--- config.mk ---
export PLATFORM = sky130hd
export DESIGN_NAME = sensor_level_encoder
export DESIGN_NICKNAME = d
export VERILOG_FILES = /design/src/rtl/sensor_pkg.sv /design/src/rtl/level_debounce.sv /design/src/rtl/sensor_level_encoder.sv
export SDC_FILE = /design/constraint.sdc
export NUM_CORES = 1
export LEC_CHECK = 0
export CAP_MARGIN = 20
export CORE_MARGIN = 2
export CORE_UTILIZATION = 50
export DETAILED_ROUTE_END_ITERATION = 10
export GPL_TIMING_DRIVEN = 1
export PLACE_DENSITY = 0.68
export SLEW_MARGIN = 20
export SYNTH_ARGS = -nofsm -noshare
export SYNTH_HDL_FRONTEND = slang
export SYNTH_SLANG_ARGS = --single-unit
export TNS_END_PERCENT = 10
--- constraint.sdc ---
create_clock -name clk -period 4.85 [get_ports clk]
set_input_delay 0.7275 -clock clk [delete_from_list [all_inputs] [get_ports clk]]
set_output_delay 0.7275 -clock clk [all_outputs]
set_load 0.01 [all_outputs]
--- src/rtl/sensor_pkg.sv ---
// rtl/sensor_pkg.sv - shared channel indices, level type and raw quantizer
package sensor_pkg;

  localparam int CH_RAIN    = 0;
  localparam int CH_SEISMIC = 1;
  localparam int CH_WIND    = 2;
  localparam int CH_LEVEL   = 3;

  typedef logic [1:0] level_t;

  function automatic level_t raw_level(input int unsigned d, input int unsigned t1,
                                       input int unsigned t2, input int unsigned t3);
    if (d < t1)      return 2'b00;
    else if (d < t2) return 2'b01;
    else if (d < t3) return 2'b10;
    else             return 2'b11;
  endfunction

endpackage

--- src/rtl/level_debounce.sv ---
// rtl/level_debounce.sv - per-channel debounce of quantized levels plus idle watchdog
module level_debounce
  import sensor_pkg::*;
#(
  parameter int STABLE_CNT = 3,
  parameter int TIMEOUT    = 1000
) (
  input  logic       clk,
  input  logic       rst,
  input  logic       acc_i,
  input  logic       q_valid_i,
  input  logic [1:0] q_i,
  output logic [1:0] code_o,
  output logic       chg_o,
  output logic       stale_o
);

  localparam int IDLE_W = $clog2(TIMEOUT + 1);
  localparam logic [IDLE_W-1:0] IDLE_MAX  = IDLE_W'(TIMEOUT);
  localparam logic [IDLE_W-1:0] IDLE_LAST = IDLE_W'(TIMEOUT - 1);

  level_t            cand_q, cand_d, code_q, code_d;
  logic [3:0]        cnt_q, cnt_d;
  logic [IDLE_W-1:0] idle_q, idle_d;
  logic              stale_q, stale_d, chg_q;

  always_comb begin
    cand_d  = cand_q;
    cnt_d   = cnt_q;
    code_d  = code_q;
    idle_d  = idle_q;
    stale_d = stale_q;

    if (acc_i) begin
      idle_d  = '0;
      stale_d = 1'b0;
    end else if (idle_q != IDLE_MAX) begin
      idle_d = idle_q + 1'b1;
    end

    if (q_valid_i) begin
      if (q_i == code_q) begin
        cand_d = code_q;
        cnt_d  = 4'd0;
      end else if (q_i == cand_q) begin
        if (4'(cnt_q + 4'd1) == 4'(STABLE_CNT)) begin
          code_d = q_i;
          cnt_d  = 4'd0;
        end else begin
          cnt_d = cnt_q + 4'd1;
        end
      end else begin
        cand_d = q_i;
        cnt_d  = 4'd1;
      end
    end

    // A sample arriving on the expiry edge keeps the channel alive.
    if (!acc_i && idle_q == IDLE_LAST) begin
      code_d  = 2'b00;
      cand_d  = 2'b00;
      cnt_d   = 4'd0;
      stale_d = 1'b1;
    end
  end

  always_ff @(posedge clk or posedge rst) begin
    if (rst) begin
      cand_q  <= 2'b00;
      cnt_q   <= 4'd0;
      code_q  <= 2'b00;
      idle_q  <= '0;
      stale_q <= 1'b1;
      chg_q   <= 1'b0;
    end else begin
      cand_q  <= cand_d;
      cnt_q   <= cnt_d;
      code_q  <= code_d;
      idle_q  <= idle_d;
      stale_q <= stale_d;
      chg_q   <= (code_d != code_q);
    end
  end

  assign code_o  = code_q;
  assign chg_o   = chg_q;
  assign stale_o = stale_q;

endmodule

--- src/rtl/sensor_level_encoder.sv ---
// rtl/sensor_level_encoder.sv - quantizer stage and four debounced severity channels
module sensor_level_encoder
  import sensor_pkg::*;
#(
  parameter int DATA_W     = 8,
  parameter int T1         = 64,
  parameter int T2         = 128,
  parameter int T3         = 192,
  parameter int HYST       = 8,
  parameter int STABLE_CNT = 3,
  parameter int TIMEOUT    = 1000
) (
  input  logic              clk,
  input  logic              rst,
  input  logic              sample_valid,
  input  logic [1:0]        sample_ch,
  input  logic [DATA_W-1:0] sample_data,
  output logic              r1,
  output logic              r0,
  output logic              s1,
  output logic              s0,
  output logic              w1,
  output logic              w0,
  output logic              l1,
  output logic              l0,
  output logic              code_changed,
  output logic [3:0]        stale
);

  level_t            code_w [4];
  logic [3:0]        chg_w;
  logic [DATA_W:0]   hyst_sum;
  logic [DATA_W-1:0] hyst_sat;
  level_t            raw_lvl, hyst_lvl, lvl_d, lvl_q;
  logic              valid_q;
  logic [1:0]        ch_q;

  assign hyst_sum = {1'b0, sample_data} + (DATA_W + 1)'(HYST);
  assign hyst_sat = hyst_sum[DATA_W] ? {DATA_W{1'b1}} : hyst_sum[DATA_W-1:0];
  assign raw_lvl  = raw_level(32'(sample_data), T1, T2, T3);
  assign hyst_lvl = raw_level(32'(hyst_sat), T1, T2, T3);
  // Hysteresis only applies when the sample would lower the committed code.
  assign lvl_d    = (raw_lvl < code_w[sample_ch]) ? hyst_lvl : raw_lvl;

  always_ff @(posedge clk or posedge rst) begin
    if (rst) begin
      valid_q <= 1'b0;
      ch_q    <= 2'd0;
      lvl_q   <= 2'b00;
    end else begin
      valid_q <= sample_valid;
      ch_q    <= sample_ch;
      lvl_q   <= lvl_d;
    end
  end

  for (genvar i = 0; i < 4; i++) begin : g_ch
    level_debounce #(
      .STABLE_CNT(STABLE_CNT),
      .TIMEOUT   (TIMEOUT)
    ) u_db (
      .clk      (clk),
      .rst      (rst),
      .acc_i    (sample_valid && (sample_ch == 2'(i))),
      .q_valid_i(valid_q && (ch_q == 2'(i))),
      .q_i      (lvl_q),
      .code_o   (code_w[i]),
      .chg_o    (chg_w[i]),
      .stale_o  (stale[i])
    );
  end

  assign {r1, r0}     = code_w[CH_RAIN];
  assign {s1, s0}     = code_w[CH_SEISMIC];
  assign {w1, w0}     = code_w[CH_WIND];
  assign {l1, l0}     = code_w[CH_LEVEL];
  assign code_changed = |chg_w;

endmodule

==> results_dict.tcl, run 1 <==
set metrics [dict create \
    status "completed" \
    fin_ws_ps 2340 \
    drcViolationCount 0 \
    dp_hpwl_um 6380 \
    dr.pass1.iters 4 \
    detail-route-antenna-nets 0 \
    cts-resized-gates 0 \
    yosysTopAreaCell "dfrtp_1" \
    combPwrFrac_pct 21.3 \
    netlist_top_cells_area "dfrtp_1 42%, nor2_1 5.5%, xnor2_1 4.8%, ha_1 4.5%, a21oi_1 4.3%" \
    slew_violations 0 \
    core-area_mm2 0.00924 \
    htree_levels 3 \
    die_h_um 102 \
    fin_crit_sh_pct 51.7 \
    antenna_found_initial 0 \
    synth_simple_gate_area_share_pct 22.7 \
    cts.clk_slew.worst_paths_ps 90 \
    clock_skew_ps 13.9 \
    cts_buffers 9 \
    synth_nets 549 \
    p_sw_share_pct 32.0 \
    post_cts_buffers 0 \
    synth_compound_area_share_pct 12.3 \
    period_needed_ps 2510 \
    synth_top_family_by_area "simple AND/OR/NAND/NOR gates" \
    worst-path-max-fanout 13 \
    async_flop_share_pct 100 \
    timing.rr.end "g_ch[2].u_db.chg_o" \
    power_mw 1.96 \
    p_int_mw 1.33 \
    power_density_mw_per_mm2 367 \
    antenna_cells 0 \
    layout.cells.most_common "dfrtp_1" \
    drtIter0Drc 213 \
    numPortBuffers 22 \
    peakVddDrop_mv 0.216 \
    synthMuxAreaShare_pct 2.41 \
    hp-start "g_ch[3].u_db.stale_o" \
    vias 3665 \
    met1_usage_pct 25.7 \
    dp_cells 654 \
    synth_fa_ha_area_share_pct 4.45 \
    p_leak_nw 2.31 \
    power.switching_mw 0.626 \
    yosysUniqueCellTypes 53 \
    grt_max_degree 64 \
    layout_common_cells "81 x dfrtp_1, 70 x nor2_1, 41 x a21oi_1, 35 x nand2_1, 30 x inv_1" \
    yosys_warnings 0 \
    cts.sinks 85 \
    grt_use_met3_pct 3.04 \
    viasPerCell 5.47 \
    ioPinCount 26 \
    ctsHoldBuffers 0 \
    routedWlPerCell_um 13.5 \
    max_stage_delay_ps 650 \
    rows 35 \
    grt_pass1_vias 3572 \
    clockBufferDepth 2 \
    fp.dieW_um 102 \
    worst-path-buf-inv 2 \
    busiest_layer "met2" \
    crit_type "input port to flip-flop" \
    fmax_mhz 399 \
    whs_path_depth 2 \
    die-area_mm2 0.0103 \
    hold_viol 0 \
    synthCells 519 \
    root_buffer "clkbuf_8" \
    crit_path_cell_trace "clkdlybuf4s50_1 > and3b_1 > nor4_1 > buf_4 > nand2b_1 > a21oi_1 > a221o_1" \
    end_kind "flip-flop" \
    r2r_start "g_ch[2].u_db.cnt_q[0]" \
    grt_use_met2_pct 31.4 \
    hold_class "flip-flop to flip-flop" \
    p_seq_share_pct 49.6 \
    cp.arrival_ps 2740 \
    place.gp.congestion 0.830 \
    maxCapViolCount 0 \
    slew_headroom_pct 48.3 \
    cpLargestDelayFamily "buffers and inverters" \
    syn_avg_cell_area_um2 9.20 \
    drive_above_1_share_pct 7.95 \
    fin_tns_setup_ps 0 \
    setup-violations-final 0 \
    synth_xor_area_share_pct 8.62 \
    final_nets 566 \
    initial_core_util_pct 51.7 \
    hold-path-endpoint "g_ch[3].u_db.stale_o" \
    preCtsSetupSlack_ps 1950 \
    worst_pin_slew_ps 773 \
    grt_setup_unrepaired "false" \
    ys_seq_elements 85 \
    pwr-share-clk_pct 29.1 \
    syn_to_final_growth_pct 11.6 \
    cts_tree "built" \
    netlist_area_mm2 0.00477 \
    synthFlopType "dfrtp_1" \
    routed_wirelength_um 9060 \
    worst_setup_path_start_kind "input port" \
    rr_worst_depth 6 \
    grt_util_all_layers_pct 19.2 \
    clk-insertion-delay-late_ps 360 \
    crit_path_top_delay_cell "clkdlybuf4s50_1" \
    grt_overflow_total 0 \
    yosysSeqAreaShare_pct 44.7 \
    stdcell_count 670 \
    synth_edf_count 0 \
    ff2ff_setup_slack_ps 2730 \
    crit_required_ps 5090 \
    synth_top_area_share_pct 42.5 \
    grt_pass1_wl_um 16000 \
]
## tightest hold or removal path, cell delays in order, from the launching register on
cell,delay (ps)
dfstp_2,380
inv_1,50
o21bai_1,60
## layer usage
layer | vias up | routed length (um)
met5 | - | 0
met4 | 0 | 140
met3 | 10 | 232
met2 | 30 | 4330
met1 | 1794 | 4360
li1 | 1831 | -
## flip-flops by register name, indices dropped and copies added, names as in the netlist
register,count
g_ch.u_db.idle_q,40
g_ch.u_db.cnt_q,16
g_ch.u_db.cand_q,8
g_ch.u_db.code_o,8
g_ch.u_db.chg_o,4
g_ch.u_db.stale_o,4
ch_q,2
lvl_q,2
valid_q,1
## layout make-up
cell class | instances | area, um2
Clock buffer | 10 | 138
Fill cell | 811 | 3910
Timing Repair Buffer | 27 | 258
Tap cell | 129 | 161
Multi-Input combinational cell | 380 | 2420
Clock inverter | 6 | 92.6
Sequential cell | 85 | 2130
Inverter | 33 | 126
## kinds of logic (layout without fill, tap and decap cells)
family,after synthesis,after routing
muxes,9,9
DFF,85,85
AOI/OAI and AO/OA,96,96
buffers and inverters,54,76
xor gates and xnor gates,47,47
adders and majority gates,17,17
and+or+nand+nor,211,211
## Yosys cell counts, types with 3 or more instances
| library cell | count |
|---|---|
| and3_1 | 9 |
| ha_1 | 17 |
| buf_4 | 6 |
| o211ai_1 | 3 |
| clkbuf_1 | 11 |
| a21o_1 | 6 |
| or4_1 | 9 |
| a2111oi_0 | 3 |
| a21oi_1 | 41 |
| inv_1 | 31 |
| dfstp_2 | 4 |
| o21bai_1 | 4 |
| o21ai_0 | 18 |
| or2_2 | 7 |
| nand3_1 | 25 |
| nor3_1 | 10 |
| nor4_1 | 6 |
| nor2_1 | 70 |
| xnor2_1 | 26 |
| nand4_1 | 7 |
| mux2i_1 | 7 |
| dfrtp_1 | 81 |
| buf_2 | 4 |
| nand3b_1 | 5 |
| o22ai_1 | 3 |
| a31oi_1 | 5 |
| nand4b_1 | 4 |
| xor2_1 | 21 |
| and2_1 | 3 |
| nand2_1 | 35 |
| nand2b_1 | 5 |
| nor2b_1 | 3 |
## through the flow
stage          cell area [um2]  hold slack (ps)  utilization [%]
2_1_floorplan             4770              454                -
3_3_place_gp              5090              462             55.1
3_5_place_dp              5090              474             55.1
4_1_cts                   5330              488             57.6
5_1_grt                   5330              506             57.6
6_report                  5330              481             57.6
## power groups by stage
| stage | Clock [mW] | Combinational, mW | Sequential [mW] |
|---|---|---|---|
| after floorplan | 0 | 0.332 | 0.944 |
| after global placement | 0 | 0.401 | 0.975 |
| after detailed placement | 0 | 0.425 | 0.979 |
| after CTS | 0.586 | 0.424 | 0.968 |
| after global routing | 0.612 | 0.486 | 0.994 |
| final | 0.568 | 0.417 | 0.970 |
## worst max path at each step
stage	to	cells past startpoint	slack, ps	start
floorplan	ch_q[0]	1	1940	rst
global placement	g_ch[2].u_db.chg_o	7	1970	sample_ch[0]
detailed placement	g_ch[2].u_db.chg_o	7	1950	sample_ch[0]
CTS	g_ch[2].u_db.chg_o	7	2330	sample_ch[0]
global route	g_ch[2].u_db.chg_o	7	2220	sample_ch[0]
finish	g_ch[2].u_db.chg_o	7	2340	sample_ch[0]
Note: power is estimated with default switching activity, not from simulation.
==> run 2: changes to the inputs <==
--- a/config.mk
+++ b/config.mk
@@ -10,7 +10,7 @@
 export CORE_UTILIZATION = 50
 export DETAILED_ROUTE_END_ITERATION = 10
 export GPL_TIMING_DRIVEN = 1
-export PLACE_DENSITY = 0.68
+export PLACE_DENSITY = 0.71
 export SLEW_MARGIN = 20
 export SYNTH_ARGS = -nofsm -noshare
 export SYNTH_HDL_FRONTEND = slang
==> constraint.sdc (replaced) <==
create_clock -name clk -period 2.25 [get_ports clk]
set_input_delay 0.3375 -clock clk [delete_from_list [all_inputs] [get_ports clk]]
set_output_delay 0.3375 -clock clk [all_outputs]
set_load 0.01 [all_outputs]
==> results_dict.tcl, run 2 (synthesis results as in run 1) <==
set metrics [dict create \
    status "completed" \
    worst-path-stages 2 \
    drtIter0Drc 207 \
    cts.clk_slew.worst_paths_ps 80 \
    clockBufferDepth 2 \
    critPathCapture "code_changed" \
    hold_class "input port to asynchronous set/reset pin" \
    grt_pass1_wl_um 16600 \
    largest_reg_flops 40 \
    cts_tree "built" \
    dr_wl_met3_um 306 \
    clock_skew_ps 9.57 \
    numPortBuffers 22 \
    layout.cells.most_common "dfrtp_1" \
    period_needed_ps 2130 \
    fin_crit_sh_pct 94.5 \
    crit_type "flip-flop to output pin" \
    grt_pass1_vias 3719 \
    hold_viol 0 \
    antenna_found_initial 1 \
    clk-insertion-delay-late_ps 360 \
    root_buffer "clkbuf_8" \
    highest_layer "met4" \
    viasPerCell 5.41 \
    drive_above_1_share_pct 10.6 \
    fmax_mhz 470 \
    grt_max_degree 70 \
    layout_common_cells "80 x dfrtp_1, 70 x nor2_1, 41 x a21oi_1, 35 x nand2_1, 30 x inv_1" \
    peakVddDrop_mv 0.450 \
    initial_core_util_pct 51.7 \
    p_leak_nw 2.40 \
    grt_setup_unrepaired "false" \
    htree_levels 3 \
    drcViolationCount 0 \
    fin_tns_setup_ps 0 \
    stdcell_count 685 \
    cpLargestDelayFamily "simple AND/OR/NAND/NOR gates" \
    power_density_mw_per_mm2 788 \
    routedWlPerCell_um 13.8 \
    syn_to_final_growth_pct 14.4 \
    slew_violations 0 \
    dp_hpwl_um 6790 \
    place.gp.congestion 0.855 \
    slew_headroom_pct 53.7 \
    detail-route-antenna-nets 0 \
    top_register "g_ch.u_db.idle_q" \
    ctsHoldBuffers 0 \
    dr.pass1.iters 4 \
    ioPinCount 26 \
    die_h_um 102 \
    grt_util_all_layers_pct 20.2 \
    worst_setup_path_start_kind "flip-flop" \
    final_nets 582 \
    worst-path-max-fanout 1 \
    crit_path_cell_trace "or4_1 > clkdlybuf4s50_1" \
    core-area_mm2 0.00924 \
    ff2ff_setup_slack_ps 190 \
    end_kind "output pin" \
    worst_pin_slew_ps 688 \
    worst-path-buf-inv 1 \
    r2r_start "g_ch[2].u_db.cnt_q[0]" \
    max_stage_delay_ps 560 \
    cp.arrival_ps 1790 \
    timing.rr.end "g_ch[2].u_db.chg_o" \
    rows 35 \
    maxCapViolCount 0 \
    routed_wirelength_um 9440 \
    wl_met2_um 4620 \
    cp-startpoint "g_ch[1].u_db.chg_o" \
    fp.dieW_um 102 \
    crit_path_top_delay_cell "or4_1" \
    nFillCells 789 \
    setup-violations-final 0 \
    die-area_mm2 0.0103 \
    rr_worst_depth 6 \
    crit_required_ps 1910 \
    largest_registers "g_ch.u_db.idle_q (40), g_ch.u_db.cnt_q (16)" \
    wl_met1_um 4430 \
    power_mw 4.31 \
    dp_cells 670 \
    cts_buffers 9 \
    cts.sinks 85 \
    antenna_cells 0 \
    grt_overflow_total 0 \
    vias 3703 \
]
run 2: cell types whose count changed in the layout (fill, tap and decap cells not counted), sizes merged:
cell	previous run	this run
buf	5	21
clkinvlp	2	1
bufinv	2	3
clkbuf	10	9
clkinv	2	5
inv	33	30
run 2: worst min path at each step:
stage,start,end,slack (ps),cells after the start
3_3_place_gp,g_ch[3].u_db.stale_o,g_ch[3].u_db.stale_o,460,2
5_1_grt,rst,g_ch[2].u_db.idle_q[0],410,3
6_report,rst,g_ch[2].u_db.idle_q[0],390,3
4_1_cts,rst,g_ch[2].u_db.idle_q[0],390,3
3_5_place_dp,g_ch[3].u_db.stale_o,g_ch[3].u_db.stale_o,470,2
2_1_floorplan,sample_ch[0],ch_q[0],370,0
run 2: layout make-up:
type                       instances  area (um2)  area share (%)
multi-input combinational        380        2410            44.2
clock buffer                       9         124            2.27
timing repair buffer              43         390            7.14
tap                              129         161            2.95
sequential                        85        2130            39.0
clock inverter                     6         113            2.06
inverter                          33         128            2.34
run 2: report_power, final:
group	internal, mW	leakage (nW)	total (mW)	switching [mW]
Combinational	0.452	1.18	0.944	0.491
Sequential	1.77	1.10	2.08	0.305
Clock	0.733	0.119	1.29	0.554
Total	2.96	2.40	4.31	1.35
run 2: through the flow:
stage	hold slack (ps)	instance area [um2]	setup slack [ps]	util (%)
global placement	465	5220	26.5	56.5
floorplan	369	4780	343	-
finish	387	5460	123	59.1
CTS	393	5460	119	59.1
global route	407	5460	50.2	59.1
detailed placement	467	5220	2.28	56.5
run 2: timing repair:
item / 4_1_cts / 5_1_grt
resized for setup: 0 / 2
setup endpoints to repair: 0 / 1
buffers inserted: 0 / 0
run 2: worst register-to-register path, delay by kind of cell (launching register included):
| family | cells | cell delay (ps) |
|---|---|---|
| simple gates | 2 | 840 |
| fa+ha+maj | 1 | 220 |
| compound gates | 3 | 480 |
| flops | 1 | 450 |
run 2: per-layer routing:
layer	global-route usage (%)	up-vias
met5	0	-
met3	5.11	10
met2	33.9	42
li1	-	1865
met4	6.13	0
met1	25.8	1786
